==> config.mk <==
export PLATFORM = sky130hd
export DESIGN_NAME = vga_sync_generator
export DESIGN_NICKNAME = d
export VERILOG_FILES = /design/src/rtl/vga_sync_generator_pkg.sv /design/src/rtl/vga_sync_generator_axis.sv /design/src/rtl/vga_sync_generator.sv
export SDC_FILE = /design/constraint.sdc
export NUM_CORES = 1
export LEC_CHECK = 0
export BUFFER_PORTS_ARGS = -buffer_cell sky130_fd_sc_hd__clkbuf_2
export CORE_MARGIN = 5
export CORE_UTILIZATION = 25
export DETAILED_ROUTE_END_ITERATION = 8
export SLEW_MARGIN = 20
export SYNTH_ARGS = -nofsm -noshare
export SYNTH_HDL_FRONTEND = slang
export SYNTH_SLANG_ARGS = --single-unit
export TNS_END_PERCENT = 30
==> constraint.sdc <==
create_clock -name Clk -period 4.43 [get_ports Clk]
set_clock_uncertainty 0.15 [all_clocks]
set_input_delay 1.329 -clock Clk [delete_from_list [all_inputs] [get_ports Clk]]
set_output_delay 1.329 -clock Clk [all_outputs]
set_load 0.02 [all_outputs]
==> src/rtl/vga_sync_generator_pkg.sv <==
// vga_sync_generator_pkg
//   Shared definitions for the VGA sync generator: default 640x480@60
//   timing, the per-axis phase encoding and the count-to-phase decode.
package vga_sync_generator_pkg;

  typedef enum logic [1:0] {
    PH_VISIBLE = 2'd0,
    PH_FRONT   = 2'd1,
    PH_SYNC    = 2'd2,
    PH_BACK    = 2'd3
  } phase_e;

  localparam int DEF_H_VISIBLE     = 640;
  localparam int DEF_H_FRONT       = 16;
  localparam int DEF_H_SYNC        = 96;
  localparam int DEF_H_BACK        = 48;
  localparam int DEF_V_VISIBLE     = 480;
  localparam int DEF_V_FRONT       = 10;
  localparam int DEF_V_SYNC        = 2;
  localparam int DEF_V_BACK        = 33;
  localparam int DEF_CLK_DIV       = 4;
  localparam int DEF_COUNTER_WIDTH = 10;

  // Phase that owns a given count. Zero-length regions collapse to an
  // empty range, so they are skipped naturally.
  function automatic phase_e phase_of(input int count, input int vis,
                                      input int front, input int sync);
    if (count < vis)                    return PH_VISIBLE;
    else if (count < vis + front)       return PH_FRONT;
    else if (count < vis + front + sync) return PH_SYNC;
    else                                return PH_BACK;
  endfunction

endpackage

==> src/rtl/vga_sync_generator_axis.sv <==
// vga_sync_axis
//   One timing axis: position counter, phase FSM and registered sync.
//   Ports:
//     Clk, rst_n   clock, async active-low reset
//     Advance      step the counter by one (pixel tick or line wrap)
//     Clear        synchronous return to the reset state
//     Count        current position (registered)
//     Phase_Next   phase that will be registered on this edge
//     Sync         registered sync level
//     Wrap         combinational: this Advance moves TOTAL-1 -> 0
//
//   state      | meaning
//   PH_VISIBLE | count in [0, VIS-1]
//   PH_FRONT   | front porch
//   PH_SYNC    | sync pulse, Sync driven to SYNC_ACTIVE
//   PH_BACK    | back porch up to TOTAL-1; also the reset/idle state
module vga_sync_axis
  import vga_sync_generator_pkg::*;
#(
  parameter int   VIS           = 640,
  parameter int   FRONT         = 16,
  parameter int   SYNC          = 96,
  parameter int   BACK          = 48,
  parameter logic SYNC_ACTIVE   = 1'b0,
  parameter int   COUNTER_WIDTH = 10
) (
  input  logic                     Clk,
  input  logic                     rst_n,
  input  logic                     Advance,
  input  logic                     Clear,
  output logic [COUNTER_WIDTH-1:0] Count,
  output logic [1:0]               Phase_Next,
  output logic                     Sync,
  output logic                     Wrap
);

  localparam int TOTAL = VIS + FRONT + SYNC + BACK;
  localparam logic [COUNTER_WIDTH-1:0] LAST = COUNTER_WIDTH'(TOTAL - 1);

  phase_e                   phase;
  phase_e                   phase_nxt;
  logic [COUNTER_WIDTH-1:0] count_nxt;

  always_comb begin
    Wrap      = Advance && !Clear && (Count == LAST);
    count_nxt = Count;
    phase_nxt = phase;
    if (Clear) begin
      count_nxt = LAST;
      phase_nxt = PH_BACK;
    end else if (Advance) begin
      count_nxt = Wrap ? '0 : Count + 1'b1;
      phase_nxt = phase_of(int'(count_nxt), VIS, FRONT, SYNC);
    end
  end

  assign Phase_Next = phase_nxt;

  always_ff @(posedge Clk or negedge rst_n) begin
    if (!rst_n) begin
      Count <= LAST;
      phase <= PH_BACK;
      Sync  <= ~SYNC_ACTIVE;
    end else begin
      Count <= count_nxt;
      phase <= phase_nxt;
      Sync  <= (phase_nxt == PH_SYNC) ? SYNC_ACTIVE : ~SYNC_ACTIVE;
    end
  end

endmodule

==> src/rtl/vga_sync_generator.sv <==
// vga_sync_generator
//   VGA horizontal/vertical timing generator. Divides Clk into a pixel
//   tick, runs H and V axes and registers sync, visible-area and
//   line/frame start strobes.
//   Ports:
//     Clk, rst_n    system clock, async active-low reset
//     Enable        1 = run, 0 = synchronously hold the reset state
//     Pix_Tick      one-Clk strobe per pixel
//     HSync, VSync  sync outputs (active level SYNC_ACTIVE)
//     Video_On      inside the visible area
//     Line_Start    one-Clk strobe when H wraps to 0
//     Frame_Start   one-Clk strobe when H and V both wrap to 0
//     H_Count       current column
//     V_Count       current line
module vga_sync_generator
  import vga_sync_generator_pkg::*;
#(
  parameter int   H_VISIBLE     = DEF_H_VISIBLE,
  parameter int   H_FRONT       = DEF_H_FRONT,
  parameter int   H_SYNC        = DEF_H_SYNC,
  parameter int   H_BACK        = DEF_H_BACK,
  parameter int   V_VISIBLE     = DEF_V_VISIBLE,
  parameter int   V_FRONT       = DEF_V_FRONT,
  parameter int   V_SYNC        = DEF_V_SYNC,
  parameter int   V_BACK        = DEF_V_BACK,
  parameter logic SYNC_ACTIVE   = 1'b0,
  parameter int   CLK_DIV       = DEF_CLK_DIV,
  parameter int   COUNTER_WIDTH = DEF_COUNTER_WIDTH
) (
  input  logic                     Clk,
  input  logic                     rst_n,
  input  logic                     Enable,
  output logic                     Pix_Tick,
  output logic                     HSync,
  output logic                     VSync,
  output logic                     Video_On,
  output logic                     Line_Start,
  output logic                     Frame_Start,
  output logic [COUNTER_WIDTH-1:0] H_Count,
  output logic [COUNTER_WIDTH-1:0] V_Count
);

  localparam int DIV_W = (CLK_DIV > 1) ? $clog2(CLK_DIV) : 1;
  localparam logic [DIV_W-1:0] DIV_LAST = DIV_W'(CLK_DIV - 1);

  logic [DIV_W-1:0] div_cnt;
  logic             tick;
  logic             clear;
  logic             h_wrap;
  logic             v_wrap;
  logic [1:0]       h_phase_nxt;
  logic [1:0]       v_phase_nxt;

  // The counters step on the same edge that raises Pix_Tick, so the new
  // position and the strobe become visible together.
  assign clear = !Enable;
  assign tick  = Enable && (div_cnt == DIV_LAST);

  vga_sync_axis #(
    .VIS(H_VISIBLE), .FRONT(H_FRONT), .SYNC(H_SYNC), .BACK(H_BACK),
    .SYNC_ACTIVE(SYNC_ACTIVE), .COUNTER_WIDTH(COUNTER_WIDTH)
  ) u_h_axis (
    .Clk(Clk), .rst_n(rst_n), .Advance(tick), .Clear(clear),
    .Count(H_Count), .Phase_Next(h_phase_nxt), .Sync(HSync), .Wrap(h_wrap)
  );

  // V steps only when H wraps, so VSync changes on line boundaries.
  vga_sync_axis #(
    .VIS(V_VISIBLE), .FRONT(V_FRONT), .SYNC(V_SYNC), .BACK(V_BACK),
    .SYNC_ACTIVE(SYNC_ACTIVE), .COUNTER_WIDTH(COUNTER_WIDTH)
  ) u_v_axis (
    .Clk(Clk), .rst_n(rst_n), .Advance(h_wrap), .Clear(clear),
    .Count(V_Count), .Phase_Next(v_phase_nxt), .Sync(VSync), .Wrap(v_wrap)
  );

  always_ff @(posedge Clk or negedge rst_n) begin
    if (!rst_n) begin
      div_cnt     <= '0;
      Pix_Tick    <= 1'b0;
      Line_Start  <= 1'b0;
      Frame_Start <= 1'b0;
      Video_On    <= 1'b0;
    end else if (!Enable) begin
      div_cnt     <= '0;
      Pix_Tick    <= 1'b0;
      Line_Start  <= 1'b0;
      Frame_Start <= 1'b0;
      Video_On    <= 1'b0;
    end else begin
      div_cnt     <= tick ? '0 : div_cnt + 1'b1;
      Pix_Tick    <= tick;
      Line_Start  <= h_wrap;
      Frame_Start <= h_wrap && v_wrap;
      Video_On    <= (h_phase_nxt == 2'(PH_VISIBLE)) &&
                     (v_phase_nxt == 2'(PH_VISIBLE));
    end
  end

endmodule

* Word-level counts from Yosys, hierarchy flattened
Cells that the tools add are included.
** Cells by class
- Add/sub/neg operators :: 3
- $lt $le $gt $ge :: 6
- Equal/unequal tests :: 7
- Multiplexer cells :: 24
- Reductions and logical operators :: 9
** Operators with widths (count)
- $mux 10 :: 6
- $lt 10x10->1 const B :: 3
- $lt 10x9->1 const B :: 3
- $add 10x1->10 const B :: 2
- $eq 10x10->1 const B :: 2
- $mux 2 :: 10
- $mux 1 :: 8
- $logic_and 1x1->1 :: 7
- $eq 2x2->1 const B :: 3
- $logic_not 2->1 :: 2
- $ne 2x1->1 const B :: 2
- $add 2x1->2 const B :: 1
** Word-level totals
- Bits in registers :: 32
- Input bits :: 3
- Output and inout bits :: 26
- Word-level logic and storage cells :: 60

* Longest topological paths before layout
- Depth after elaboration :: 16
- Mapped depth :: 9
- Mapped depth without buffers :: 9

* Cells and area by module
Synthesis repeated with hierarchy kept, for this count alone.
** Second synthesis, totals
- Cells, all modules :: 241
- Area, all modules :: 2154.6 um2
** By module, submodules not included
- vga_sync_axis (u_h_axis) :: instances 1, cells each 113, area each 978.4 um2, sequential area each 337.8 um2
- vga_sync_axis (u_v_axis) :: instances 1, cells each 113, area each 968.4 um2, sequential area each 332.8 um2
- vga_sync_generator :: instances 1, cells each 15, area each 207.7 um2, sequential area each 150.1 um2

* Worst setup path before layout
OpenSTA, ideal clock, no wires.
- Path type :: input to register
- Start point :: input port Enable
- End point :: register Video_On
- Library setup time :: 0.121 ns
- Arrival time :: 2.452 ns
- Data required time :: 4.159 ns
- Path slack :: 1.707 ns
- Cell stages on the path :: 7
- Buffers on the path :: 0
- Cells stage by stage :: nand2_1 inv_1 nand4_2 inv_4 a311o_1 a2111o_1 and4b_1
** On the way
- Cells in the longest elaborated chain, start to end :: 15
- Elaborated cells between the ends (all ways) :: 27
- Classes of those cells :: order compare (6); mux (13); reduce/logical (8)
** Ends and longest elaborated chain
- start, declared :: RTL line vga_sync_generator.sv:32 : input logic Enable,
- $logic_and 1x1->1 :: RTL line vga_sync_generator.sv:57 : assign tick = Enable && (div_cnt == DIV_LAST);
- $logic_and 1x1->1 (4 in a row) :: RTL line vga_sync_generator_axis.sv:45 : Wrap = Advance && !Clear && (Count == LAST);
- $mux 10 :: RTL line vga_sync_generator_axis.sv:52 : count_nxt = Wrap ? '0 : Count + 1'b1;
- $lt 10x9->1 :: RTL line vga_sync_generator_pkg.sv:30 : else if (count < vis + front + sync) return PH_SYNC;
- $mux 1 :: RTL line vga_sync_generator_pkg.sv:30
- $mux 2 :: RTL line vga_sync_generator_pkg.sv:29 : else if (count < vis + front) return PH_FRONT;
- $mux 2 :: RTL line vga_sync_generator_pkg.sv:28 : if (count < vis) return PH_VISIBLE;
- $mux 2 :: RTL line vga_sync_generator_axis.sv:51 : end else if (Advance) begin
- $mux 2 :: RTL line vga_sync_generator_axis.sv:48 : if (Clear) begin
- $logic_not 2->1 :: RTL line vga_sync_generator.sv:95 : (v_phase_nxt == 2'(PH_VISIBLE));
- $logic_and 1x1->1 :: RTL line vga_sync_generator.sv:94 : Video_On <= (h_phase_nxt == 2'(PH_VISIBLE)) &&
- $mux 1 * :: RTL line vga_sync_generator.sv:83 : end else if (!Enable) begin
- end signal, assigned :: RTL line vga_sync_generator.sv:94
- end, declared :: RTL line vga_sync_generator.sv:36 : output logic Video_On,
Mark *: on every way between the ends. The rest lies on a longest branch, timed or not.
A chain may end at the register's enable or synchronous reset.

* Worst setup path in the final report
Same ends and word-level chain as after synthesis.

==> run metrics <==
post-synthesis async set-or-reset flop share 1.00; CTS root buffer clkbuf_8; 1st-pass router iterations 4; P per Cell Area 294 nW/um2; FF-to-FF path depth 8; top-area cell type share of the netlist area 0.216; Synth cell types 61; Slew Viols, Final 0; Die ar. 9660 um2; Sinks on Clock Net 32; Area Overhead vs Synth 14.1%; Worst Setup Path Type primary input to flop; Final Hold Viols 0; R2R setup slack 1.44 ns; register area share after synthesis 0.421; Avg Inst Size Synth 9.19 um2; initial cell density of the core 0.255; Critical R2R Capture Video_On$_DFF_PN0_; Max-slew headroom 0.446; Finished Layout Cells 337; DRT iter0 DRCs 75; min Tclk post-route 2.99 ns; die width 98.3 um; largest net degree at the start of global routing 33; Worst-Skew Late Latency 0.29 ns; Worst-Margin Slew 0.831 ns; Syn Std Cell Area 1950 um2; final setup violation count 0; DP Wirelength 3420 um; Post-CTS Hold Buffers 0; Ant. Diodes 0; maxcap violations 0; Overflow after GRT 0; first-pass GRT wire length 8010 um; Hold/Removal Path Class flop to flop; cell count after synthesis 212; Setup Total Neg Slack 0 ns; Worst Path Required 4.46 ns; Total GRT Usage 0.101; share of cells above drive strength 1 0.255; IO Count 29; dominant synthesized flop cell dfstp_2; Synth top cells by count nand2_1, dfrtp_1, dfstp_2, o21ai_0; Peak VDD IR 0.000120 V; routed len/inst 14.3 um; routed vias 1,690; clock slew at reported path FFs 0.07 ns; total clock buffers created by CTS 5; syn_nets 219; Total Wirelength 4820 um; Yosys reg bits 32; largest cells by area after synthesis dfstp_2, dfrtp_1, nand2_1; number of remaining DRC errors 0; RSZ-0062 raised after global routing no; critical path launch point Enable; vias per cell 5.01; placed insts 329; FP Rows 32; critical path launch point type primary input; Lkg Pwr 0.937 nW; Arr. time, crit path 3.03 ns; die height 98.3 um; Clock Tree Buf Depth 2; port bufs 28; Max Fclk 334 MHz; antenna-violating nets left 0; Crit. End Element flop; gpl congestion 0.801; H-Tree Depth 2; leading area contributor after synthesis dfstp_2; outcome finished, final reports clean; Gates resized, CTS repair 0; Setup Buffers After CTS 0; Core Footprint 7650 um2; CP endpoint Video_On$_DFF_PN0_; Post-synth EDFFs 0; CTS tree yes; yosys warns 0; crit-path max FO 15; period utilisation layout 0.676; top-count cell post-synth nand2_1; vias in the first global route 1,636; RR Startpoint u_h_axis.Count[0]$_DFFE_PN1P_; initial antenna violation count 0; nets@finish 241
## worst min-delay path by stage
stage	startpoint	to	slack, ns	cells past startpoint
2_1_floorplan	div_cnt[0]$_DFF_PN0_	div_cnt[0]$_DFF_PN0_	0.26	1
3_3_place_gp	div_cnt[0]$_DFF_PN0_	div_cnt[0]$_DFF_PN0_	0.27	1
3_5_place_dp	div_cnt[0]$_DFF_PN0_	div_cnt[0]$_DFF_PN0_	0.28	1
4_1_cts	div_cnt[0]$_DFF_PN0_	div_cnt[0]$_DFF_PN0_	0.29	1
5_1_grt	div_cnt[0]$_DFF_PN0_	div_cnt[0]$_DFF_PN0_	0.31	1
6_report	div_cnt[0]$_DFF_PN0_	div_cnt[0]$_DFF_PN0_	0.29	1
## critical path: stages
cell	delay (ns)
clkbuf_2	0.09
nand2_1	0.06
inv_1	0.14
nand4_2	0.32
inv_4	0.26
o21ai_1	0.12
a2111oi_2	0.35
o21bai_1	0.16
and4b_1	0.20
## placed cells by master (no fill, tap or decap), types with 3 or more instances in the layout
cell type,Yosys,final
a31oi_1,3,3
a21oi_1,7,7
o21ai_0,13,13
and2_1,5,5
dfstp_2,16,16
nand4_1,4,4
clkbuf_8,0,5
inv_1,8,8
nand2b_1,3,3
o21bai_1,3,3
clkbuf_2,0,28
ha_1,4,4
nand2_1,24,24
nand3_1,9,9
o21ai_1,11,11
or3_1,3,3
xnor2_1,3,3
xor2_1,3,3
dfrtp_1,16,16
nor2_1,11,11
nor3_1,3,3
## through the flow
step | power [mW] | utilization | hold WS (ns) | area (um2) | worst slack (ns)
after floorplan | 0.413 | - | 0.260 | 1950 | 1.71
after CTS | 0.661 | 0.291 | 0.289 | 2220 | 1.42
after detailed placement | 0.439 | 0.280 | 0.279 | 2140 | 1.12
after global placement | 0.439 | 0.280 | 0.270 | 2140 | 1.22
final | 0.652 | 0.291 | 0.285 | 2220 | 1.44
after global routing | 0.691 | 0.291 | 0.314 | 2220 | 1.25
## state kept, by name (all words and copies together) (netlist names)
signal	count
u_v_axis.Sync	1
u_v_axis.Count	10
u_h_axis.Count	10
u_v_axis.phase	2
Frame_Start	1
Pix_Tick	1
u_h_axis.Sync	1
div_cnt	2
Line_Start	1
u_h_axis.phase	2
Video_On	1
## layout make-up
cell class	count	area [um2]
Clock buffer	7	76.3
Clock inverter	1	5.00
Fill cell	812	5430
Inverter	9	36.3
Multi-Input combinational cell	157	1010
Sequential cell	32	821
Tap cell	102	128
Timing Repair Buffer	29	148
## logic make-up after synthesis
kind of cell             after synthesis  synth area share
AO/OA/AOI/OAI                         63             0.218
flip-flops                            32             0.421
AND/OR/NAND/NOR                       81             0.231
XOR/XNOR                               6            0.0270
multiplexers                           3            0.0161
adder cells (fa/ha/maj)                4            0.0257
buffers and inverters                 23            0.0610
## power by group
| group | total, mW | switching [mW] | internal (mW) |
|---|---|---|---|
| Combinational | 0.113 | 0.0712 | 0.0419 |
| Sequential | 0.320 | 0.0134 | 0.307 |
| Clock | 0.219 | 0.109 | 0.110 |
| Total | 0.652 | 0.193 | 0.459 |
## per-layer routing
layer / up-vias / global-route usage / part of all wire
met4: 0 / 0.0347 / 0.010
met5: - / 0 / 0
met1: 812 / 0.130 / 0.46
met2: 47 / 0.164 / 0.48
met3: 4 / 0.0279 / 0.051
li1: 827 / - / -
No activity file was read; power rests on OpenSTA's default activity.
